### src/rtl/pipe_pkg.sv
// Shared MIPS pipeline constants: handler PC, exception codes and the
// per-cycle stage action used by the inter-stage register.
package pipe_pkg;

  localparam logic [31:0] EXC_HANDLER_PC = 32'h0000_4180;
  localparam int          EXC_W          = 5;

  // EXC_NONE and EXC_INT share encoding 0: an interrupt is taken through req.
  localparam logic [EXC_W-1:0] EXC_NONE    = 5'd0;
  localparam logic [EXC_W-1:0] EXC_INT     = 5'd0;
  localparam logic [EXC_W-1:0] EXC_ADEL    = 5'd4;
  localparam logic [EXC_W-1:0] EXC_ADES    = 5'd5;
  localparam logic [EXC_W-1:0] EXC_SYSCALL = 5'd8;
  localparam logic [EXC_W-1:0] EXC_RI      = 5'd10;
  localparam logic [EXC_W-1:0] EXC_OV      = 5'd12;

  typedef enum logic [2:0] {
    ACT_RESET,
    ACT_REQ,
    ACT_STALL,
    ACT_FLUSH,
    ACT_LOAD
  } stage_act_e;

  function automatic stage_act_e pick_act(input logic reset, input logic req,
                                          input logic stall, input logic flush);
    if (reset)      return ACT_RESET;
    else if (req)   return ACT_REQ;
    else if (stall) return ACT_STALL;
    else if (flush) return ACT_FLUSH;
    else            return ACT_LOAD;
  endfunction

endpackage

### src/rtl/pipe_stage_reg_sat_counter.sv
// Saturating up-counter with synchronous clear; never wraps.
module sat_counter #(
  parameter int W = 16
) (
  input  logic         clk,
  input  logic         reset,
  input  logic         clr,
  input  logic         inc,
  output logic [W-1:0] q
);

  always_ff @(posedge clk) begin
    if (reset || clr)
      q <= '0;
    else if (inc && (q != {W{1'b1}}))
      q <= q + 1'b1;
  end

endmodule

### src/rtl/pipe_stage_reg.sv
// Generic inter-stage pipeline register with exception redirect, stall and
// EPC-preserving flush, plus saturating stall/bubble counters.
module pipe_stage_reg #(
  parameter int          DATA_W = 128,
  parameter int          EXC_W  = pipe_pkg::EXC_W,
  parameter int          CNT_W  = 16,
  parameter logic [31:0] EXC_PC = pipe_pkg::EXC_HANDLER_PC
) (
  input  logic              clk,
  input  logic              reset,
  input  logic              req,
  input  logic              stall,
  input  logic              flush,
  input  logic              cnt_clr,
  input  logic              valid_in,
  input  logic [31:0]       pc_in,
  input  logic [31:0]       instr_in,
  input  logic [DATA_W-1:0] data_in,
  input  logic [EXC_W-1:0]  exc_in,
  input  logic              bd_in,
  output logic              valid_out,
  output logic [31:0]       pc_out,
  output logic [31:0]       instr_out,
  output logic [DATA_W-1:0] data_out,
  output logic [EXC_W-1:0]  exc_out,
  output logic              bd_out,
  output logic [CNT_W-1:0]  stall_cnt,
  output logic [CNT_W-1:0]  bubble_cnt
);
  import pipe_pkg::*;

  stage_act_e act;

  always_comb act = pick_act(reset, req, stall, flush);

  always_ff @(posedge clk) begin
    unique case (act)
      ACT_RESET: begin
        valid_out <= 1'b0;
        pc_out    <= '0;
        instr_out <= '0;
        data_out  <= '0;
        exc_out   <= '0;
        bd_out    <= 1'b0;
      end
      ACT_REQ: begin
        valid_out <= 1'b0;
        pc_out    <= EXC_PC;
        instr_out <= '0;
        data_out  <= '0;
        exc_out   <= '0;
        bd_out    <= 1'b0;
      end
      ACT_STALL: ; // hold everything
      ACT_FLUSH: begin
        // Bubble keeps PC and delay-slot flag so CP0 can still form EPC.
        valid_out <= 1'b0;
        pc_out    <= pc_in;
        instr_out <= '0;
        data_out  <= '0;
        exc_out   <= '0;
        bd_out    <= bd_in;
      end
      default: begin
        valid_out <= valid_in;
        pc_out    <= pc_in;
        instr_out <= instr_in;
        data_out  <= data_in;
        exc_out   <= exc_in;
        bd_out    <= bd_in;
      end
    endcase
  end

  sat_counter #(.W(CNT_W)) u_stall_cnt (
    .clk   (clk),
    .reset (reset),
    .clr   (cnt_clr),
    .inc   (act == ACT_STALL),
    .q     (stall_cnt)
  );

  sat_counter #(.W(CNT_W)) u_bubble_cnt (
    .clk   (clk),
    .reset (reset),
    .clr   (cnt_clr),
    .inc   (act == ACT_FLUSH),
    .q     (bubble_cnt)
  );

endmodule

### config.mk
export PLATFORM = sky130hd
export DESIGN_NAME = pipe_stage_reg
export DESIGN_NICKNAME = d
export VERILOG_FILES = /design/src/rtl/pipe_pkg.sv /design/src/rtl/pipe_stage_reg_sat_counter.sv /design/src/rtl/pipe_stage_reg.sv
export SDC_FILE = /design/constraint.sdc
export NUM_CORES = 1
export LEC_CHECK = 0
export ABC_AREA = 1
export ABC_CLOCK_PERIOD_IN_PS = 5200
export BUFFER_PORTS_ARGS = -buffer_cell sky130_fd_sc_hd__buf_2
export CAP_MARGIN = 25
export CELL_PAD_IN_SITES_DETAIL_PLACEMENT = 1
export CELL_PAD_IN_SITES_GLOBAL_PLACEMENT = 1
export CORE_ASPECT_RATIO = 1.5
export CORE_MARGIN = 3
export CORE_UTILIZATION = 34
export DETAILED_ROUTE_END_ITERATION = 16
export PLACE_DENSITY = 0.83
export SETUP_SLACK_MARGIN = 0.2
export SYNTH_ARGS = -nofsm -noshare
export SYNTH_HDL_FRONTEND = slang
export SYNTH_SLANG_ARGS = --single-unit
### constraint.sdc
create_clock -name clk -period 5.2 [get_ports clk]
set_clock_uncertainty 0.2 [all_clocks]
set_input_delay 0.26 -clock clk [delete_from_list [all_inputs] [get_ports clk]]
set_output_delay 0.26 -clock clk [all_outputs]
set_load 0.02 [all_outputs]
Word-level counts from Yosys, hierarchy flattened
Index checks and enable logic that the tools add are counted.
- memories: 0
- flip-flop bits (word level): 231
- bits in latches: 0
- bits in writable memories: 0
- bits of input ports: 205
- word-level logic and storage cells: 31
- memory bits (read-only): 0
- output and inout port bits: 231
- mux-type cells: 10
- order comparisons: 0
- $mul: 0
- div/mod/pow operators: 0
- shift-type cells: 0
- eq/ne operators: 5
- bitwise gates (word level): 0
- $add $sub $neg: 2
- reduce and logical (&&, ||, !) cells: 6
- operators by type and width (kind ; number):
    $pmux W128 S2 ; 1
    $pmux W32 S3 ; 1
    $pmux W32 S2 ; 1
    $add A16 B1 Y16 const B ; 2
    $ne A16 B16 Y1 const B ; 2
    $mux W3 ; 4
    $pmux W5 S2 ; 1
    $eq A3 B2 Y1 const B ; 2
    $pmux W1 S2 ; 2
    $eq A3 B1 Y1 const B ; 1
    $logic_not A3 Y1 ; 1
    $reduce_or A3 Y1 ; 1
    $logic_and A1 B1 Y1 ; 2
    $reduce_or A2 Y1 ; 1
    $logic_or A1 B1 Y1 ; 1

Depth between registers and ports, before layout
Gate-level depths: netlist (run 1).
- depth in word-level cells: 7
- mapped depth: 9
- gate-level depth less buffers: 9

By module
From an unflattened synthesis (run 1), not the netlist that was laid out.
- cell total of the unflattened synthesis: 924
- area total of the unflattened synthesis: 10568.9 um^2
- by module, submodules not included (module ; cells each ; instances ; seq. area each (um^2) ; area an instance (um^2)):
    pipe_stage_reg ; 626 ; 1 ; 5975.7 ; 8667.1
    sat_counter ; 149 ; 2 ; 320.3 ; 950.9

Worst setup path after synthesis (run 1)
Ideal clock, no wire load.
- path type: input-to-reg
- from: input port req
- to: register u_stall_cnt.q[7]
- path slack: 1425 ps
- required time: 4885 ps
- cell stages on the path: 7
- setup time: 115 ps
- buffers on the path: 0
- arrival: 3460 ps
- path through: nor2_2 > nand2_2 > inv_1 > nand3_1 > inv_1 > a21oi_1 > nor2_1
- cells in the longest elaborated chain, start to end: 4
- ends and longest elaborated chain (element ; line ; source):
    start: declaration ; pipe_stage_reg.sv:11 ; input logic req,
    $mux W3 ; pipe_pkg.sv:28 ; else if (req) return ACT_REQ;
    $mux W3 ; pipe_pkg.sv:27 ; if (reset) return ACT_RESET;
    $eq A3 B2 Y1 ; pipe_stage_reg.sv:79 ; .inc (act == ACT_STALL),
    $logic_and A1 B1 Y1 ; pipe_stage_reg_sat_counter.sv:15 ; else if (inc && (q != {W{1'b1}}))
    end signal: assignment ; pipe_stage_reg_sat_counter.sv:16 ; q <= q + 1'b1;
    end: declaration ; pipe_stage_reg_sat_counter.sv:9 ; output logic [W-1:0] q
Every way passes these cells.
A chain may end at the register's enable or synchronous reset.

Worst setup path in the final report (run 1)
- from: input port req
- to: register u_stall_cnt.q[9]
Same word-level chain as after synthesis.

==> results of run 1 <==
[layer usage]
| metal | wire length (um) | up-vias | share of wire, % | GRT usage, % |
|---|---|---|---|---|
| met2 | 22700 | 420 | 53 | 50.4 |
| li1 | - | 4175 | - | - |
| met5 | 0 | - | 0 | 0 |
| met3 | 3240 | 150 | 7.6 | 7.13 |
| met1 | 13900 | 4341 | 33 | 26.5 |
| met4 | 2660 | 0 | 6.2 | 14.9 |
[final cells by class]
| type | count | area [um2] | area share, % |
|---|---|---|---|
| flip-flops and latches | 231 | 6620 | 44.5 |
| well taps | 342 | 428 | 2.88 |
| diodes | 8 | 20.0 | 0.135 |
| multi-input cells | 450 | 1900 | 12.8 |
| clock buffers | 29 | 641 | 4.31 |
| clock inverters | 13 | 87.6 | 0.589 |
| inverters | 236 | 886 | 5.96 |
| repair buffers | 644 | 4290 | 28.9 |
[cell usage in the layout (no fill, tap or decap), drive strengths merged]
cell type / n
buf: 439
nor2: 288
inv: 236
dlygate4sd3: 205
edfxtp: 199
nand2: 84
nand3: 42
dfxtp: 32
clkbuf: 29
a21oi: 24
clkinv: 11
diode: 8
nand4: 5
o21ai: 4
ha: 2
nor3: 1
clkinvlp: 1
bufinv: 1
[path summary, 6_finish.rpt]
check                                  startpoint                 end  slack (ns)  depth (start not counted)
worst max register to register   u_stall_cnt.q[1]   u_stall_cnt.q[15]        3.33                          7
worst min register to register  u_bubble_cnt.q[0]   u_bubble_cnt.q[0]        0.35                          2
worst max-delay path                          req    u_stall_cnt.q[9]        2.94                          8
worst min-delay path                        flush  u_bubble_cnt.q[12]        0.04                          5
[registers in the layout (all words and copies together) (netlist names)]
register,count
u_stall_cnt.q,16
exc_out,5
bd_out,1
u_bubble_cnt.q,16
pc_out,32
data_out,128
instr_out,32
valid_out,1
[metrics by stage]
stage | util, % | instance area (um2) | hold slack, ns | std cells | worst slack (ns)
3_3_place_gp | 44.0 | 12000 | 0.316 | 1697 | 2.32
4_1_cts | 54.2 | 14900 | 0.0106 | 1945 | 3.00
6_report | 54.3 | 14900 | 0.0396 | 1953 | 2.94
2_1_floorplan | - | 9510 | 0.243 | 943 | 1.42
5_1_grt | 54.3 | 14900 | 0.0778 | 1952 | 2.78
3_5_place_dp | 44.1 | 12100 | 0.338 | 1698 | 2.45
[kinds of logic (layout without fill, tap and decap cells)]
family                   after synthesis  in the layout  share of synthesized area [%]
AO/OA/AOI/OAI                         28             28                           1.47
adder cells (fa/ha/maj)                2              2                          0.263
buffers and inverters                262            922                           10.7
flip-flops                           231            231                           69.6
other                                  0              8                              0
AND/OR/NAND/NOR                      420            420                           18.0
[worst register-to-register path: stages, from the launching register on]
cell,delay [ns]
dfxtp_1,0.41
ha_1,0.23
nand3_1,0.14
nor2_2,0.18
nand3_2,0.29
nand3_1,0.20
nand2_1,0.07
nor2_1,0.09
[power groups by stage]
stage	logic, uW	clock network, uW	registers, uW
after floorplan	99.0	0	2360
after global placement	485	0	2190
after detailed placement	502	0	2200
after CTS	634	1680	2160
after global routing	693	1790	2180
final	657	1690	2170
[what timing repair did]
action | 4_1_cts | 5_1_grt
endpoints found under the hold margin | 199 | 0
setup endpoints to repair | 0 | 0
hold buffers | 205 | 0
==> results.sh, run 1 <==
export IMPL_status="finished, final reports clean"
export IMPL_power_uw=4520
export IMPL_postSynth_asyncResetShare_pct=0
export IMPL_num_rows=74
export IMPL_synthTopCellsByArea="edfxtp_1, nor2_1, inv_1, dfxtp_1, nand2_1"
export IMPL_grt_usage_pct=27.0
export IMPL_gp_congestion=0.815
export IMPL_worstPathMaxFanout=120
export IMPL_dp_final_hpwl_um=24900
export IMPL_crit_path_max_incr_delay_ns=0.74
export IMPL_final_antenna_net_count=0
export IMPL_clk_pin_slew_worst_paths_ns=0.06
export IMPL_crit_type="primary input to register"
export IMPL_cts_tree="yes"
export IMPL_first_pass_iters=4
export IMPL_grt_pass1_wl_um=61600
export IMPL_power_density_mw_per_mm2=304
export IMPL_fin_crit_sh_pct=43.4
export IMPL_grt_overflow=0
export IMPL_cts_resized=0
export IMPL_cp_start_kind="primary input"
export IMPL_fin_tns_setup_ns=0
export IMPL_dieHeight_um=211
export IMPL_crit_chain="buf_2 -> nor2_2 -> nand2_8 -> buf_16 -> buf_4 -> nor2_1 -> a21oi_1 -> nor2_1"
export IMPL_clk_path_buf_depth=3
export IMPL_antenna_found_initial=6
export IMPL_fmax_mhz=443
export IMPL_endpoint_kind="register"
export IMPL_clock_latency_ns=0.53
export IMPL_pwr_share_seq_pct=48.1
export IMPL_synth_nets=1150
export IMPL_p_int_uw=3310
export IMPL_yosysTopAreaCellShare_pct=62.8
export IMPL_yosysWarnings=0
export IMPL_combPwrFrac_pct=14.5
export IMPL_drc=0
export IMPL_cp_arrival_ns=2.47
export IMPL_area_delta_synth_final_pct=56.3
export IMPL_ys_seq_area_share_pct=69.6
export IMPL_hold_violations=0
export IMPL_initial_core_util_pct=34.7
export IMPL_grt_max_degree=121
export IMPL_wl_per_cell_um=21.8
export IMPL_cts_root_buf="clkbuf_16"
export IMPL_vias=9086
export IMPL_drive_gt1_share_pct=30.4
export IMPL_routed_wl_um=42600
export IMPL_synth_distinct_cells=20
export IMPL_ys_flop_type="edfxtp_1"
export IMPL_ys_ff_latch=231
export IMPL_cts_sinks=231
export IMPL_drtIter0Drc=497
export IMPL_drv_cap=0
export IMPL_ir_drop_mv=0.267
export IMPL_cp_top_family="buffers and inverters"
export IMPL_synth_commonest_cells="nor2_1, inv_1, edfxtp_1"
export IMPL_cp_required_ns=5.41
export IMPL_ctsHtreeMaxLevel=1
export IMPL_yosysMostFrequentCell="nor2_1"
export IMPL_synth_avg_cell_area_um2=10.1
export IMPL_n_fill_cell=3123
export IMPL_portBuffers=435
export IMPL_post_cts_buffers=0
export IMPL_cpMostUsedCell="nor2_1"
export IMPL_maxSlewViolCount=0
export IMPL_slowest_stage="buf_4"
export IMPL_die_width_um=143
export IMPL_min_path_type="primary input to register"
export IMPL_core_mm2=0.0274
export IMPL_period_minus_slack_ns=2.26
export IMPL_cellLeakagePower_uw=0.00771
export IMPL_grt_pass1_vias=10400
export IMPL_clkPwrFrac_pct=37.4
export IMPL_worstMarginPinSlew_ns=0.783
export IMPL_syn_inst=943
export IMPL_setup_violations_final=0
export IMPL_nets=1794
export IMPL_vias_per_cell=4.65
export IMPL_netlist_area_mm2=0.00951
export IMPL_rsz0062_at_grt="no"
export IMPL_relSlewSlack_pct=47.8
export IMPL_io_pin_count=436
export IMPL_p_sw_share_pct=26.7
export IMPL_p_sw_uw=1210
export IMPL_numCtsBuffers=24
export IMPL_synth_edff_count=199
export IMPL_die_area_mm2=0.0301
export IMPL_worst_path_buf_inv=3
export IMPL_yosys_area_top_type="edfxtp_1"
Note: power is estimated with default switching activity, not from simulation.
==> run 2: changes to the inputs <==
--- a/config.mk
+++ b/config.mk
@@ -5,17 +5,17 @@
 export SDC_FILE = /design/constraint.sdc
 export NUM_CORES = 1
 export LEC_CHECK = 0
-export ABC_AREA = 1
-export ABC_CLOCK_PERIOD_IN_PS = 5200
+export ABC_AREA = 0
+export ABC_CLOCK_PERIOD_IN_PS = 2000
 export BUFFER_PORTS_ARGS = -buffer_cell sky130_fd_sc_hd__buf_2
 export CAP_MARGIN = 25
 export CELL_PAD_IN_SITES_DETAIL_PLACEMENT = 1
 export CELL_PAD_IN_SITES_GLOBAL_PLACEMENT = 1
 export CORE_ASPECT_RATIO = 1.5
 export CORE_MARGIN = 3
-export CORE_UTILIZATION = 34
+export CORE_UTILIZATION = 32
 export DETAILED_ROUTE_END_ITERATION = 16
-export PLACE_DENSITY = 0.83
+export PLACE_DENSITY = 0.8
 export SETUP_SLACK_MARGIN = 0.2
 export SYNTH_ARGS = -nofsm -noshare
 export SYNTH_HDL_FRONTEND = slang
==> constraint.sdc (replaced) <==
create_clock -name clk -period 2 [get_ports clk]
set_clock_uncertainty 0.2 [all_clocks]
set_input_delay 0.1 -clock clk [delete_from_list [all_inputs] [get_ports clk]]
set_output_delay 0.1 -clock clk [all_outputs]
set_load 0.02 [all_outputs]
==> run 2 against run 1 <==
Effect of this change:
- the run now ends with negative hold slack left
- combinational power rose by 140%
- sequential share of layout area fell by 0.53 points
- sequential cell count did not move
- critical path depth fell by 4
- cell count fell by 14%
- first-iteration DRC count fell by 28%
- die area rose by 0.60%
- largest cell class unchanged
==> results.sh, run 2 <==
export IMPL_crit_type="register to register"
export IMPL_die_width_um=143
export IMPL_regToRegEndpoint="u_stall_cnt.q[14]"
export IMPL_gp_congestion=0.828
export IMPL_clk_pin_slew_worst_paths_ns=0.06
export IMPL_netlist_area_mm2=0.00901
export IMPL_grt_overflow=0
export IMPL_drv_cap=0
export IMPL_yosysMostFrequentCell="edfxtp_1"
export IMPL_clkPwrFrac_pct=38.4
export IMPL_period_minus_slack_ns=1.94
export IMPL_cts_sinks=231
export IMPL_multi_input_area_mm2=0.00245
export IMPL_vias=8058
export IMPL_clock_latency_ns=0.52
export IMPL_grt_usage_pct=23.5
export IMPL_ys_flop_type="edfxtp_1"
export IMPL_worstMarginPinSlew_ns=0.514
export IMPL_p_sw_uw=2880
export IMPL_num_rows=74
export IMPL_relSlewSlack_pct=65.6
export IMPL_grt_pass1_vias=9239
export IMPL_layout_cells_most_common="buf_2"
export IMPL_final_antenna_net_count=0
export IMPL_synthTopCellsByArea="edfxtp_1, and2_1, dfxtp_1, a21oi_1, clkbuf_1"
export IMPL_area_delta_synth_final_pct=68.1
export IMPL_io_pin_count=436
export IMPL_hold_violations=5
export IMPL_r2r_start="u_stall_cnt.q[4]"
export IMPL_wl_per_cell_um=22.2
export IMPL_maxSlewViolCount=0
export IMPL_top_regs="data_out (128), instr_out (32), pc_out (32)"
export IMPL_power_density_mw_per_mm2=774
export IMPL_combPwrFrac_pct=13.5
export IMPL_drc=0
export IMPL_numCtsBuffers=24
export IMPL_antenna_found_initial=9
export IMPL_fmax_mhz=517
export IMPL_drive_gt1_share_pct=44.4
export IMPL_regMostFlops="data_out"
export IMPL_first_pass_iters=4
export IMPL_layout_common_cells="buf_2, dlygate4sd3_1, edfxtp_1, and2_1, buf_4"
export IMPL_failed_checks="negative hold slack"
export IMPL_cts_root_buf="clkbuf_16"
export IMPL_power_uw=11700
export IMPL_initial_core_util_pct=32.8
export IMPL_portBuffers=435
export IMPL_grt_max_degree=113
export IMPL_dp_slack_ns=-0.0191
export IMPL_p_int_uw=8840
export IMPL_rsz0062_at_grt="yes"
export IMPL_cp_start_kind="register"
export IMPL_cp_startpoint="u_stall_cnt.q[4]"
export IMPL_r2r_slack_ns=0.06
export IMPL_whs_ns=-0.0860
export IMPL_dieHeight_um=211
export IMPL_die_area_mm2=0.0302
export IMPL_min_path_type="primary input to register"
export IMPL_cellLeakagePower_uw=0.00692
export IMPL_worstPathMaxFanout=3
export IMPL_placed_cells_incl_taps=1401
export IMPL_cp_arrival_ns=2.14
export IMPL_largest_register_ffs=128
export IMPL_worstSetupEndpoint="u_stall_cnt.q[14]"
export IMPL_p_sw_share_pct=24.6
export IMPL_routed_wl_um=37400
export IMPL_clk_path_buf_depth=3
export IMPL_setup_violations_final=0
export IMPL_ys_seq_area_share_pct=73.4
export IMPL_synth_avg_cell_area_um2=14.3
export IMPL_pwr_share_seq_pct=48.0
export IMPL_ir_drop_mv=0.714
export IMPL_worst_slack_ns=0.0644
export IMPL_drtIter0Drc=359
export IMPL_status="finished, violations left"
export IMPL_synth_commonest_cells="edfxtp_1, and2_1, dfxtp_1"
export IMPL_postSynth_asyncResetShare_pct=0
export IMPL_synth_nets=835
export IMPL_ctsHtreeMaxLevel=1
export IMPL_yosys_area_top_type="edfxtp_1"
export IMPL_nets=1526
export IMPL_dp_final_hpwl_um=22000
export IMPL_yosysTopAreaCellShare_pct=66.3
export IMPL_core_mm2=0.0275
export IMPL_layout_area_seq_mm2=0.00666
export IMPL_utilization_pct=55.1
export IMPL_fin_crit_sh_pct=96.8
export IMPL_n_fill_cell=2914
export IMPL_cts_tree="yes"
export IMPL_r2r_cells=4
export IMPL_synth_edff_count=199
export IMPL_syn_inst=628
export IMPL_endpoint_kind="register"
export IMPL_ys_ff_latch=231
export IMPL_yosysWarnings=0
export IMPL_cp_required_ns=2.20
export IMPL_finalNonFillerCells=1687
export IMPL_grt_pass1_wl_um=54100
export IMPL_synth_distinct_cells=39
export IMPL_vias_per_cell=4.78
-- run 2: cell families after synthesis --
kind of cell	after synthesis	synth area share, %
buffers and inverters	37	1.56
AOI/OAI and AO/OA	58	4.21
and+or+nand+nor	297	20.2
adders and majority gates	2	0.278
DFF	231	73.4
muxes	3	0.333
-- run 2: worst min path at each step --
| stage | start | end | slack [ns] | cells past startpoint |
|---|---|---|---|---|
| global placement | instr_in[17] | instr_out[17] | 0.18 | 2 |
| global route | stall | u_bubble_cnt.q[11] | -0.06 | 5 |
| floorplan | cnt_clr | u_bubble_cnt.q[8] | 0.07 | 2 |
| finish | stall | u_bubble_cnt.q[9] | -0.09 | 5 |
| detailed placement | data_in[12] | data_out[12] | 0.18 | 2 |
| CTS | stall | u_bubble_cnt.q[1] | -0.12 | 5 |
-- run 2: cell type report --
cell class	instances	share of cell area, %
Multi-Input combinational cell	360	16.2
Antenna cell	8	0.132
Clock buffer	29	4.36
Tap cell	342	2.83
Clock inverter	15	0.826
Inverter	7	0.347
Sequential cell	231	44.0
Timing Repair Buffer	695	31.4
-- run 2: worst max-delay path, stage by stage, from the launching register on --
cell,delay (ns)
dfxtp_4,0.36
nand4_1,0.14
or4_4,0.55
or4_4,0.43
o211a_1,0.14
-- run 2: power by group through the flow --
stage / clock (uW) / combinational [uW] / sequential [uW]
finish: 4500 / 1590 / 5630
CTS: 4580 / 1560 / 5610
global placement: 0 / 1190 / 5700
detailed placement: 0 / 1210 / 5720
floorplan: 0 / 202 / 6110
global route: 4790 / 1680 / 5650
-- run 2: through the flow --
stage / area (um2) / TNS, ns
finish: 15100 / 0
global route: 15100 / 0
CTS: 15000 / 0
detailed placement: 11900 / -0.0540
global placement: 11900 / 0
floorplan: 9080 / -0.779
-- run 2: timing repair --
item	CTS	global route
hold buffers	206	1
setup buffers	23	3
pin swaps	11	7
setup endpoints to repair	18	28
cloned	1	0
endpoints found under the hold margin	227	7
resized for setup	29	34
-- run 2: per-layer routing --
layer / GRT usage [%] / vias to the layer above / share of wire (%) / wire (um)
li1: - / 3680 / - / -
met1: 24.0 / 3936 / 33 / 12500
met2: 44.9 / 328 / 56 / 20900
met3: 4.70 / 108 / 6.0 / 2250
met4: 11.0 / 6 / 4.8 / 1780
met5: 0 / - / 0.072 / 27
==> run 3: changes to the inputs <==
--- a/config.mk
+++ b/config.mk
@@ -5,7 +5,7 @@
 export SDC_FILE = /design/constraint.sdc
 export NUM_CORES = 1
 export LEC_CHECK = 0
-export ABC_AREA = 0
+export ABC_AREA = 1
 export ABC_CLOCK_PERIOD_IN_PS = 2000
 export BUFFER_PORTS_ARGS = -buffer_cell sky130_fd_sc_hd__buf_2
 export CAP_MARGIN = 25
@@ -13,7 +13,7 @@
 export CELL_PAD_IN_SITES_GLOBAL_PLACEMENT = 1
 export CORE_ASPECT_RATIO = 1.5
 export CORE_MARGIN = 3
-export CORE_UTILIZATION = 32
+export CORE_UTILIZATION = 31
 export DETAILED_ROUTE_END_ITERATION = 16
 export PLACE_DENSITY = 0.8
 export SETUP_SLACK_MARGIN = 0.2
==> run 3 against run 2 <==
Effect of this change:
- the run now ends clean
- non-clock buffer count down 34
- global-route usage up 1.8 points
- wire length up 18%
- critical path depth up 5
- clock power up 2%
- die area up 8.7%
- largest cell class unchanged
==> results.sh, run 3 (synthesized netlist as in run 1, its figures left out) <==
export IMPL_cp_arrival_ns=2.04
export IMPL_cp_top_family="buffers and inverters"
export IMPL_top_regs="data_out (128), instr_out (32), pc_out (32)"
export IMPL_n_fill_cell=3478
export IMPL_num_rows=77
export IMPL_worst_path_stages=9
export IMPL_dp_slack_ns=0.147
export IMPL_hold_violations=0
export IMPL_cpMostUsedCell="dlygate4sd3_1"
export IMPL_cp_start_kind="primary input"
export IMPL_routed_wl_um=44300
export IMPL_clk_pin_slew_worst_paths_ns=0.06
export IMPL_antenna_found_initial=9
export IMPL_first_pass_iters=4
export IMPL_cp_required_ns=2.23
export IMPL_layout_common_cells="buf_2, nor2_1, inv_1, dlygate4sd3_1, edfxtp_1"
export IMPL_vias=9281
export IMPL_worstPathMaxFanout=9
export IMPL_placed_cells_incl_taps=1760
export IMPL_period_minus_slack_ns=1.81
export IMPL_rsz0062_at_grt="yes"
export IMPL_ir_drop_mv=0.665
export IMPL_gp_congestion=0.821
export IMPL_area_delta_synth_final_pct=60.4
export IMPL_crit_chain="dlygate4sd3_1 -> buf_2 -> inv_1 -> nand2_2 -> nor2_4 -> dlygate4sd3_1 -> nand3_1 -> nand2_1 -> nor2_1"
export IMPL_cts_root_buf="clkbuf_16"
export IMPL_status="finished, final reports clean"
export IMPL_worstMarginPinSlew_ns=0.489
export IMPL_drc=0
export IMPL_dieHeight_um=221
export IMPL_portBuffers=435
export IMPL_cts_sinks=231
export IMPL_fin_crit_sh_pct=90.7
export IMPL_grt_usage_pct=25.2
export IMPL_whs_ns=0.0762
export IMPL_maxSlewViolCount=0
export IMPL_r2r_cells=7
export IMPL_ctsHtreeMaxLevel=1
export IMPL_largest_register_ffs=128
export IMPL_grt_pass1_vias=10300
export IMPL_min_path_type="primary input to register"
export IMPL_crit_type="primary input to register"
export IMPL_grt_max_degree=84
export IMPL_r2r_start="u_bubble_cnt.q[6]"
export IMPL_grt_overflow=0
export IMPL_die_width_um=149
export IMPL_worst_slack_ns=0.186
export IMPL_finalNonFillerCells=2025
export IMPL_drtIter0Drc=473
export IMPL_core_mm2=0.0299
export IMPL_r2r_slack_ns=0.26
export IMPL_power_density_mw_per_mm2=787
export IMPL_vias_per_cell=4.58
export IMPL_clock_latency_ns=0.53
export IMPL_regMostFlops="data_out"
export IMPL_fin_tns_setup_ns=0
export IMPL_nets=1813
export IMPL_clk_path_buf_depth=3
export IMPL_min_path_cells=7
export IMPL_die_area_mm2=0.0329
export IMPL_min_from="stall"
export IMPL_relSlewSlack_pct=67.4
export IMPL_final_antenna_net_count=0
export IMPL_regToRegEndpoint="u_bubble_cnt.q[1]"
export IMPL_worst_path_buf_inv=4
export IMPL_io_pin_count=436
export IMPL_cellLeakagePower_uw=0.00786
export IMPL_wl_per_cell_um=21.9
export IMPL_layout_cells_most_common="buf_2"
export IMPL_slowest_stage="dlygate4sd3_1"
export IMPL_numCtsBuffers=24
export IMPL_min_to="u_bubble_cnt.q[0]"
export IMPL_cp_startpoint="req"
export IMPL_setup_violations_final=0
export IMPL_crit_path_max_incr_delay_ns=0.64
export IMPL_drive_gt1_share_pct=31.8
export IMPL_initial_core_util_pct=31.9
export IMPL_cts_tree="yes"
export IMPL_dp_final_hpwl_um=24500
export IMPL_drv_cap=0
export IMPL_power_uw=12000
export IMPL_fmax_mhz=551
export IMPL_endpoint_kind="register"
export IMPL_grt_pass1_wl_um=62900
[run 3: cell types whose count changed in the layout (fill, tap and decap cells not counted), moves of 12 or more]
| cell | delta |
|---|---|
| nand2_1 | +60 |
| nor2_1 | +262 |
| nand3_1 | +33 |
| and2_1 | -198 |
| buf_4 | -35 |
| a21oi_1 | +12 |
| dfxtp_1 | +16 |
| inv_1 | +228 |
[run 3: report_power, final]
group / internal, uW / switching (uW)
clock network: 2590 / 2020
registers: 5540 / 125
logic: 698 / 1050
[run 3: stage by stage]
step	utilization (%)	area (um2)
floorplan	-	9540
global placement	41.0	12300
detailed placement	41.0	12300
CTS	50.7	15100
global route	51.1	15300
finish	51.1	15300
[run 3: routing by layer]
metal	routed length, um	GRT usage, %	vias to the layer above
li1	-	-	4236
met1	14400	23.8	4484
met2	23900	48.3	422
met3	3440	7.33	139
met4	2590	13.8	0
met5	0	0	-
[run 3: area by class of cell]
cell class | instances | area, um2 | area share [%]
multi-input cells | 452 | 1990 | 13.0
repair buffers | 661 | 4470 | 29.3
clock inverters | 15 | 166 | 1.09
diodes | 9 | 22.5 | 0.148
well taps | 395 | 494 | 3.24
inverters | 236 | 886 | 5.81
flip-flops and latches | 231 | 6620 | 43.4
clock buffers | 26 | 608 | 3.99
[run 3: worst max-delay path by stage]
stage	to	slack, ns
after floorplan	u_stall_cnt.q[14]	0.11
after global placement	u_stall_cnt.q[1]	0.18
after detailed placement	u_stall_cnt.q[1]	0.15
after CTS	u_bubble_cnt.q[10]	0.22
after global routing	u_bubble_cnt.q[1]	0.15
final	u_bubble_cnt.q[1]	0.19
[run 3: repair_timing]
item,in CTS,in global routing
gates cloned,0,2
hold endpoints to repair,243,0
resized for setup,1,16
buffers inserted,0,2
pin swaps,0,2
setup endpoints to repair,4,28
hold buffers,211,0
[run 3: tightest hold or removal path, delay by kind of cell]
family,cells,cell delay [ns]
buffers and inverters,2,0.15
and+or+nand+nor,5,0.52
